$ cat src/rtl/ysyx_23060111_lsu.sv
// Load/store unit: one core access at a time over a valid/ready memory port, with byte-lane
// steering, load extension and a response timeout. Define YSYX_23060111_LSU_MISALIGN_TRAP_EN to trap misaligned H/W/D.
module ysyx_23060111_lsu #(
  parameter int unsigned DATA_W  = 32,
  parameter int unsigned ADDR_W  = 32,
  parameter int unsigned TIMEOUT = 255
) (
  input  logic                clk,
  input  logic                rst,
  input  logic                in_valid,
  output logic                in_ready,
  input  logic                in_wen,
  input  logic [2:0]          in_funct3,
  input  logic [ADDR_W-1:0]   in_addr,
  input  logic [DATA_W-1:0]   in_wdata,
  output logic                out_valid,
  output logic [DATA_W-1:0]   out_rdata,
  output logic                out_err,
  output logic                mem_req_valid,
  input  logic                mem_req_ready,
  output logic [ADDR_W-1:0]   mem_addr,
  output logic                mem_wen,
  output logic [DATA_W-1:0]   mem_wdata,
  output logic [DATA_W/8-1:0] mem_wmask,
  input  logic                mem_rsp_valid,
  input  logic [DATA_W-1:0]   mem_rsp_data
);

  localparam int unsigned StrbW = DATA_W / 8;
  localparam int unsigned OffW  = $clog2(StrbW);
  localparam int unsigned CntW  = 16;
  localparam logic [CntW-1:0] CntMax  = CntW'(TIMEOUT);
  localparam logic [CntW-1:0] CntLast = CntW'(TIMEOUT - 1);

  typedef enum logic [1:0] {StIdle, StReq, StWait, StDone} state_e;

  state_e            state_q, state_d;
  logic [CntW-1:0]   cnt_q, cnt_d, cnt_inc;
  logic [ADDR_W-1:0] addr_q, addr_d;
  logic              wen_q, wen_d;
  logic [DATA_W-1:0] wdata_q, wdata_d;
  logic [StrbW-1:0]  wmask_q, wmask_d;
  logic [OffW-1:0]   off_q, off_d;
  logic [2:0]        funct3_q, funct3_d;
  logic [DATA_W-1:0] rdata_q, rdata_d;
  logic              err_q, err_d;

  logic [OffW-1:0]   in_off, size_mask, lane_off;
  logic [StrbW-1:0]  base_mask, st_mask;
  logic [DATA_W-1:0] base_wdata, st_wdata;
  logic              illegal, trap, timeout_hit;
  logic [DATA_W-1:0] shifted, ld_data;
`ifdef YSYX_23060111_LSU_MISALIGN_TRAP_EN
  logic              misaligned;
`endif

  // Request decode: size, lane offset (aligned down to the access size), store steering.
  always_comb begin
    in_off = in_addr[OffW-1:0];
    case (in_funct3[1:0])
      2'd0: begin
        size_mask  = '0;
        base_mask  = StrbW'(8'h01);
        base_wdata = DATA_W'(in_wdata[7:0]);
      end
      2'd1: begin
        size_mask  = OffW'(1);
        base_mask  = StrbW'(8'h03);
        base_wdata = DATA_W'(in_wdata[15:0]);
      end
      2'd2: begin
        size_mask  = OffW'(3);
        base_mask  = StrbW'(8'h0F);
        base_wdata = DATA_W'(in_wdata[31:0]);
      end
      default: begin
        size_mask  = OffW'(7);
        base_mask  = StrbW'(8'hFF);
        base_wdata = in_wdata;
      end
    endcase
    lane_off = in_off & ~size_mask;
    st_mask  = base_mask << lane_off;
    st_wdata = base_wdata << {lane_off, 3'b000};
    illegal  = (in_funct3 == 3'b111) ||
               ((DATA_W == 32) && ((in_funct3 == 3'b011) || (in_funct3 == 3'b110)));
`ifdef YSYX_23060111_LSU_MISALIGN_TRAP_EN
    misaligned = |(in_off & size_mask);
    trap       = illegal || misaligned;
`else
    trap       = illegal;
`endif
  end

  // Load extraction from the captured lane offset.
  always_comb begin
    shifted = mem_rsp_data >> {off_q, 3'b000};
    case (funct3_q)
      3'b000:  ld_data = DATA_W'($signed(shifted[7:0]));
      3'b001:  ld_data = DATA_W'($signed(shifted[15:0]));
      3'b010:  ld_data = DATA_W'($signed(shifted[31:0]));
      3'b011:  ld_data = shifted;
      3'b100:  ld_data = DATA_W'(shifted[7:0]);
      3'b101:  ld_data = DATA_W'(shifted[15:0]);
      3'b110:  ld_data = DATA_W'(shifted[31:0]);
      default: ld_data = '0;
    endcase
  end

  always_comb begin
    cnt_inc     = (cnt_q >= CntMax) ? cnt_q : cnt_q + 1'b1;
    timeout_hit = (cnt_q >= CntLast);
  end

  always_comb begin
    state_d  = state_q;
    cnt_d    = cnt_q;
    addr_d   = addr_q;
    wen_d    = wen_q;
    wdata_d  = wdata_q;
    wmask_d  = wmask_q;
    off_d    = off_q;
    funct3_d = funct3_q;
    rdata_d  = rdata_q;
    err_d    = err_q;
    case (state_q)
      StIdle: begin
        if (in_valid) begin
          addr_d   = {in_addr[ADDR_W-1:OffW], {OffW{1'b0}}};
          wen_d    = in_wen && !trap;
          wdata_d  = in_wen ? st_wdata : '0;
          wmask_d  = (in_wen && !trap) ? st_mask : '0;
          off_d    = lane_off;
          funct3_d = in_funct3;
          cnt_d    = '0;
          rdata_d  = '0;
          err_d    = trap;
          state_d  = trap ? StDone : StReq;
        end
      end
      StReq: begin
        cnt_d = cnt_inc;
        if (mem_req_ready) begin
          state_d = StWait;
        end else if (timeout_hit) begin
          state_d = StDone;
          err_d   = 1'b1;
        end
      end
      StWait: begin
        cnt_d = cnt_inc;
        // A response on the timeout cycle still wins.
        if (mem_rsp_valid) begin
          state_d = StDone;
          rdata_d = wen_q ? '0 : ld_data;
        end else if (timeout_hit) begin
          state_d = StDone;
          err_d   = 1'b1;
        end
      end
      default: state_d = StIdle;
    endcase
  end

  always_ff @(posedge clk) begin
    if (rst) begin
      state_q  <= StIdle;
      cnt_q    <= '0;
      addr_q   <= '0;
      wen_q    <= 1'b0;
      wdata_q  <= '0;
      wmask_q  <= '0;
      off_q    <= '0;
      funct3_q <= '0;
      rdata_q  <= '0;
      err_q    <= 1'b0;
    end else begin
      state_q  <= state_d;
      cnt_q    <= cnt_d;
      addr_q   <= addr_d;
      wen_q    <= wen_d;
      wdata_q  <= wdata_d;
      wmask_q  <= wmask_d;
      off_q    <= off_d;
      funct3_q <= funct3_d;
      rdata_q  <= rdata_d;
      err_q    <= err_d;
    end
  end

  assign in_ready      = (state_q == StIdle) && !rst;
  assign out_valid     = (state_q == StDone);
  assign out_rdata     = rdata_q;
  assign out_err       = err_q;
  assign mem_req_valid = (state_q == StReq);
  assign mem_addr      = addr_q;
  assign mem_wen       = wen_q;
  assign mem_wdata     = wdata_q;
  assign mem_wmask     = wmask_q;

endmodule

$ cat config.mk
export PLATFORM = sky130hd
export DESIGN_NAME = ysyx_23060111_lsu
export DESIGN_NICKNAME = d
export VERILOG_FILES = /design/src/rtl/ysyx_23060111_lsu.sv
export SDC_FILE = /design/constraint.sdc
export NUM_CORES = 1
export LEC_CHECK = 0
export ABC_CLOCK_PERIOD_IN_PS = 2400
export CORE_AREA = 2 2 116 118
export DETAILED_ROUTE_END_ITERATION = 8
export DIE_AREA = 0 0 118 120
export PLACE_DENSITY = 0.8
export RECOVER_POWER = 50
export SYNTH_ARGS = -nofsm -noshare
export SYNTH_HDL_FRONTEND = slang
export SYNTH_SLANG_ARGS = --single-unit
$ cat constraint.sdc
create_clock -name clk -period 2.4 [get_ports clk]
set_clock_uncertainty 0.15 [all_clocks]
set_input_delay 0.48 -clock clk [delete_from_list [all_inputs] [get_ports clk]]
set_output_delay 0.48 -clock clk [all_outputs]
set_load 0.02 [all_outputs]
# Word level (Yosys, flattened, before mapping)
# Cells that the tools add are included.
[totals] ff_bits=123 inputBits=105 output_inout_bits=105
[op_classes] add_sub_neg=1 n_lt_le_gt_ge=2 eq_ne=18 shifts=3 n_mux=24 n_bitwise=2 n_reduce_logical=18
[op_table] operator="$pmux 32 s5" count=1
[op_table] operator="$mux 32" count=4
[op_table] operator="$pmux 32 s2" count=2
[op_table] operator="$ge 16x8->1 const B" count=2
[op_table] operator="$mux 16" count=2
[op_table] operator="$pmux 16 s2" count=1
[op_table] operator="$shl 32x5->32" count=1
[op_table] operator="$shr 32x5->32" count=1
[op_table] operator="$add 16x1->16 const B" count=1
[op_table] operator="$eq 3x3->1 const B" count=5
[op_table] operator="$mux 2" count=5
[op_table] operator="$ne 2x2->1 const B" count=5
[op_table] operator="$eq 3x2->1 const B" count=3
[op_table] operator="$pmux 4 s2" count=1
[op_table] operator="$pmux 2 s3" count=1
[op_table] operator="$reduce_and 3->1" count=2
[op_table] operator="$eq 2x1->1 const B" count=2
[op_table] operator="$eq 2x2->1 const B" count=2
[op_table] operator="$logic_not 2->1" count=2
[op_table] operator="$mux 1" count=4
[op_table] operator="$mux 4" count=1
[op_table] operator="$pmux 2 s2" count=1
[op_table] operator="$reduce_and 4->1" count=1
[op_table] operator="$reduce_bool 2->1" count=2
[op_table] operator="other kinds (13)" count=16

# Depth between registers and ports, before layout
# Gate-level depths: netlist (run 1).
[depth] depth_word=6 depth_mapped=10

# Worst setup path after synthesis (run 1)
# No wires, ideal clock.
[synth_timing] kind="register to register" start="register state_q[0]" end="register wdata_q[22] (netlist: mem_wdata[22])" setup_ps=128 arrival_time_ps=1853 slack_ps=269 path_stages_with_launch=11 n_path_buf=4 period_less_slack_ps=2131 path_cell_list="dfxtp_1 -> inv_1 -> ha_1 -> buf_6 -> and2_1 -> buf_2 -> and3_1 -> clkbuf_1 -> buf_4 -> a222oi_1 -> nor2_1"
[synth_between] elab_chain_len=2
[synth_lines] item="from (decl)" line_no="37" text="state_e state_q, state_d;"
[synth_lines] item="from (signal assigned)" line_no="167" text="state_q <= StIdle;"
[synth_lines] item="from (signal assigned)" line_no="178" text="state_q <= state_d;"
[synth_lines] item="$logic_not 2->1" line_no="126" text="case (state_q)"
[synth_lines] item="$reduce_and 2->1 (no line)"
[synth_lines] item="to (signal assigned)" line_no="182" text="wdata_q <= wdata_d;"
[synth_lines] item="to (decl)" line_no="41" text="logic [DATA_W-1:0] wdata_q, wdata_d;"
# Every way passes these cells.
# A chain may end at the register's enable or synchronous reset.

# Final worst setup path (run 1)
[layout_timing] start="register state_q[1]" end="output port out_valid"
[layout_between] elab_chain_len=1
[layout_lines] item="$eq 2x2->1" line_no="192" text="assign out_valid = (state_q == StDone);"
[layout_lines] item="to (decl)" line_no="16" text="output logic out_valid,"
# Every way passes these cells.

==> reports/qor.yml, run 1 <==
status:
  run_status: "complete, no violations"
cells_and_area:
  design_area_mm2: 0.00861
  fin_nets: 939
  layout-drive-gt1-share_pct: 11.4
  utilization_pct: 66.3
  diodes: 0
  area_delta_synth_final_pct: 51.4
  fin_cells: 1016
global_route:
  grt_pass1_vias: 5524
  grt_overflow_total: 0
  grt.total_usage_pct: 24.4
  grt_max_degree: 117
  grt_first_pass_wirelength_um: 27800
  antenna_found_initial: 1
critical_path:
  crit_path_cell_trace: "ha_1 > clkdlybuf4s50_1"
  critPathRequiredTime_ps: 1770
  worstSetupEndpointType: "output port"
  crit_fanout: 6
  critPathBufInv: 1
  critPathKind: "register to output port"
  cp_top_family: "buffers and inverters"
  cp_slowest_stage_delay_ps: 630
  cp_data_arrival_time_ps: 1690
  worst_path_max_delay_cell: "clkdlybuf4s50_1"
  start_kind: "register"
route:
  wl_met2_um: 8470
  wl_met1_um: 7310
  wl_met3_um: 1070
  drc_errors: 0
  vias_per_cell: 5.59
  wl_um: 17300
  drt_iter0_drc: 483
  drtAntennaViolNets: 0
  dr.pass1.iters: 9
  routedWlPerCell_um: 17.0
  highest_layer: "met4"
  num_vias: 5682
timing:
  finalSetupViolations: 0
  hold_violations: 0
  slew-limit-headroom_pct: 55.0
  hold_slack_ps: 299
  worst_slew_pin_slew_ps: 676
  finalMaxSlewViolations: 0
  period_needed_ps: 2320
  rsz0062_at_grt: "no"
  setup_slack_ps: 78.4
  finalCritPeriodShare_pct: 96.7
  max_freq_ghz: 0.431
power_and_ir_drop:
  cellPowerDensity_mw_per_mm2: 840
  ir_worst_vdd_v: 0.000854
  p_leak_nw: 3.31
yosys:
  synth.most_common_cell: "dfxtp_1"
  yosysTopAreaCellShare_pct: 43.3
  ys_top_cells_by_count: "123 x dfxtp_1, 88 x nand2_1, 67 x a21oi_1"
  syn_inst: 628
  synth_enable_flop_cells: 0
  ys_types: 58
  netlist_top_cells_area: "dfxtp_1 43%, a21oi_1 5.9%, nand2_1 5.8%"
  ys_seq_area_share_pct: 43.3
  avgSynthCellArea_um2: 9.06
  netlist_area_mm2: 0.00569
  synth-seq-cells: 123
  synthArstFlopShare_pct: 0
  ys.warnings.count: 0
  synth_area_leader_cell: "dfxtp_1"
  ys.flop_type: "dfxtp_1"
floorplan:
  die-area_mm2: 0.0142
  die_y_um: 120
  io_pins: 210
  coreArea_mm2: 0.0130
  die-width_um: 118
  num_rows: 42
  start_util_pct: 43.8
clock_network:
  clk_path_buf_depth: 2
  cts_buffers: 17
  cts.sinks: 123
  root_buffer: "clkbuf_16"
  cts_tree: "done"
  cts.htree.levels: 4
  clk_pin_slew_ps: 50
  holdBufCountCts: 0
  clock_latency_ps: 410
place:
  numPortBuffers: 207
  placed_cells: 984
  dpl.hpwl_um: 12600
  dp_slack_ps: -36.2
  globalplace.congestion: 0.920
  place_area_mm2: 0.00799
worst_hold_path:
  hold_path.class: "register to register"
run:
  cap_viol_max_count: 0
==> where the power goes <==
group / internal (mW) / switching [mW] / total (mW)
logic: 0.924 / 1.29 / 2.21
clock network: 1.74 / 0.897 / 2.64
registers: 2.24 / 0.147 / 2.39
==> final cells by class <==
cell class	instances	area, um2
Clock inverter	10	139
Tap cell	176	220
Fill cell	1016	4370
Sequential cell	123	2460
Clock buffer	22	484
Multi-Input combinational cell	444	2950
Inverter	11	41.3
Timing Repair Buffer	230	2310
==> flip-flops by register name, indices dropped and copies added, names as in the netlist <==
| signal | count |
|---|---|
| cnt_q | 16 |
| funct3_q | 3 |
| mem_addr | 30 |
| mem_wdata | 32 |
| mem_wen | 1 |
| mem_wmask | 4 |
| off_q | 2 |
| out_err | 1 |
| out_rdata | 32 |
| state_q | 2 |
==> metrics by stage <==
step | total power, mW | setup TNS [ps]
after floorplan | 3.77 | 0
after global placement | 4.61 | 0
after detailed placement | 4.68 | -84.2
after CTS | 7.34 | 0
after global routing | 7.58 | 0
final | 7.23 | 0
==> cells by family after synthesis <==
| group | share of synthesized area [%] |
|---|---|
| mux | 7.59 |
| flops | 43.3 |
| buf+inv | 5.04 |
| simple gates | 17.2 |
| fa+ha+maj | 1.54 |
| other cells | 0.0659 |
| compound gates | 25.1 |
| xor+xnor | 0.154 |
==> tightest hold or removal path, cell delays in order (launching register included) <==
cell     delay, ps
dfxtp_1        300
nand2_1         50
a21oi_1         50
==> worst paths after layout <==
| kind | from | to | slack, ps | depth (start not counted) |
|---|---|---|---|---|
| setup / recovery | state_q[1] | out_valid | 80 | 2 |
| hold / removal | mem_addr[13] | mem_addr[13] | 300 | 2 |
| setup reg to reg | state_q[0] | out_err | 120 | 7 |
| hold reg to reg | mem_addr[13] | mem_addr[13] | 300 | 2 |
==> cell usage in the layout (no fill, tap or decap), types with 16 or more instances in the layout <==
cell type,netlist,final
o21ai_0,23,23
nand2_1,88,87
a21oi_1,67,67
clkbuf_16,0,17
clkdlybuf4s50_1,0,112
buf_4,5,16
a22oi_1,43,43
a222oi_1,16,16
dfxtp_1,123,123
nor2_1,53,52
dlygate4sd3_1,0,92
==> layer usage <==
layer	GRT usage [%]	up-vias
li1	-	2703
met1	29.6	2697
met2	40.2	246
met3	6.42	36
met4	12.0	0
met5	0	-
==> repair_timing <==
| action | in CTS | in global routing |
|---|---|---|
| endpoints found under the setup margin | 2 | 2 |
| endpoints found under the hold margin | 0 | 0 |
| resized for setup | 3 | 2 |
| buffers inserted | 0 | 0 |
Power figures use the tool's default switching activity.
==> run 2, diff against run 1 <==
- CAP_MARGIN: unset -> 10
- PLACE_DENSITY: 0.8 -> 0.89
==> reports/qor.yml, run 2 (synthesis gave the netlist of run 1 again) <==
timing:
  hold_slack_ps: 195  # -104 ps
  finalSetupViolations: 0  # unchanged
  rsz0062_at_grt: "no"
  worst_slew_pin_slew_ps: 726  # +50.9 ps
  slew-limit-headroom_pct: 51.6  # -3.4 points
  hold_violations: 0  # unchanged
  finalCritPeriodShare_pct: 96.0  # -0.69 points
  tns_ps: 0  # unchanged
  finalMaxSlewViolations: 0  # unchanged
  setup_slack_ps: 95.1  # +16.6 ps
  period_needed_ps: 2300  # -16.6 ps
  max_freq_ghz: 0.434  # +0.72%
clock_network:
  cts_tree: "done"
  postCtsSetupBuffers: 0  # unchanged
  cts.sinks: 123  # unchanged
  cts.htree.levels: 4  # unchanged
  cts_buffers: 17  # unchanged
  clock_latency_ps: 410  # about the same
  clk_path_buf_depth: 2  # unchanged
  root_buffer: "clkbuf_16"
  clk_pin_slew_ps: 50  # about the same
global_route:
  grt.total_usage_pct: 24.6  # +0.18 points
  grt_pass1_vias: 5347  # -3.2%
  grt_overflow_total: 0  # unchanged
  antenna_found_initial: 0  # -1
  grt_max_degree: 57  # -51%
  grt_first_pass_wirelength_um: 27700  # -0.40%
critical_path:
  crit_fanout: 6  # unchanged
  worstSetupEndpointType: "output port"
  timing.rr.start: "state_q[0]"
  start_kind: "register"
  critPathBufInv: 1  # unchanged
  critPathKind: "register to output port"
  crit_path_cell_trace: "ha_1 > clkdlybuf4s50_1"
  timing.rr.end: "mem_addr[27]"
  cp_data_arrival_time_ps: 1670  # -20 ps
  critPathRequiredTime_ps: 1770  # about the same
  cp_top_family: "buffers and inverters"
  cp_slowest_stage_delay_ps: 620  # about the same
  r2r_slack_ps: 160  # +40 ps
  worst_path_max_delay_cell: "clkdlybuf4s50_1"
  rr_worst_depth: 7  # unchanged
worst_hold_path:
  hold_depth: 2  # unchanged
  min_to: "cnt_q[1]"
  hold_path.class: "primary input to register"
  hp-start: "rst"
cells_and_area:
  design_area_mm2: 0.00860  # about the same
  utilization_pct: 66.3  # about the same
  multi_input_area_mm2: 0.00294  # -0.51%
  layout-drive-gt1-share_pct: 11.0  # -0.38 points
  fin_cells: 1018  # +0.20%
  final_common_cell: "clkdlybuf4s50_1"
  regArea_mm2: 0.00246  # unchanged
  area_delta_synth_final_pct: 51.3  # about the same
  nFillCells: 1013  # -0.30%
  fin_nets: 942  # +0.32%
  layout_common_cells: "135 x clkdlybuf4s50_1, 123 x dfxtp_1, 87 x nand2_1"
  diodes: 0  # unchanged
route:
  drt_iter0_drc: 559  # +16%
  drtAntennaViolNets: 0  # unchanged
  wl_um: 17600  # +1.5%
  vias_per_cell: 5.51  # -1.5%
  num_vias: 5609  # -1.3%
  drc_errors: 0  # unchanged
  dr.pass1.iters: 6  # -3
  routedWlPerCell_um: 17.3  # +1.3%
floorplan:
  die-width_um: 118  # unchanged
  start_util_pct: 43.8  # unchanged
  die-area_mm2: 0.0142  # unchanged
  num_rows: 42  # unchanged
  io_pins: 210  # unchanged
  die_y_um: 120  # unchanged
  coreArea_mm2: 0.0130  # unchanged
status:
  run_status: "complete, no violations"
place:
  globalplace.congestion: 0.939  # +2.1%
  numPortBuffers: 207  # unchanged
  placed_cells: 987  # +0.30%
  dp_slack_ps: -16.1  # +20.1 ps
  place_area_mm2: 0.00800  # +0.13%
  dpl.hpwl_um: 12600  # -0.41%
power_and_ir_drop:
  power_mw: 7.30  # +0.94%
  cellPowerDensity_mw_per_mm2: 849  # +1.0%
  p_leak_nw: 3.26  # -1.6%
  ir_worst_vdd_v: 0.000938  # +9.8%
run:
  cap_viol_max_count: 0  # unchanged
## run 2: worst max path at each step
stage / endpoint / cells after the start / startpoint
floorplan: mem_wdata[22] / 10 / state_q[0]
global placement: out_rdata[20] / 6 / mem_rsp_data[23]
detailed placement: mem_wdata[25] / 6 / in_valid
CTS: mem_req_valid / 3 / state_q[1]
global route: cnt_q[5] / 6 / state_q[0]
finish: out_valid / 2 / state_q[1]
## run 2: final cells by class
type / instances / share of cell area [%]
multi-input cells: 444 / 34.1
flip-flops and latches: 123 / 28.6
repair buffers: 233 / 27.0
clock buffers: 24 / 5.60
well taps: 176 / 2.56
clock inverters: 7 / 1.60
inverters: 11 / 0.480
## run 2: power breakdown
| group | switching (mW) | leakage, nW | internal, mW |
|---|---|---|---|
| clock network | 0.873 | 0.300 | 1.81 |
| registers | 0.150 | 0.999 | 2.24 |
| logic | 1.29 | 1.96 | 0.943 |
## run 2: routing by layer
layer | wire length [um] | GRT usage [%] | vias up
met5 | 0 | 0 | -
met1 | 7300 | 30.3 | 2634
li1 | - | - | 2699
met2 | 8750 | 41.5 | 240
met3 | 1040 | 5.61 | 36
met4 | 465 | 10.0 | 0
## run 2: worst register-to-register path, delay by kind of cell (launching register included)
kind,cells,cell delay [ps]
buffers and inverters,3,880
AND/OR/NAND/NOR,2,380
flip-flops,1,350
adder cells (fa/ha/maj),1,250
AO/OA/AOI/OAI,1,160
## run 2: timing repair
item,in CTS,in global routing
endpoints found under the setup margin,1,2
hold buffers,0,0
gates cloned,0,0
resized for setup,2,2
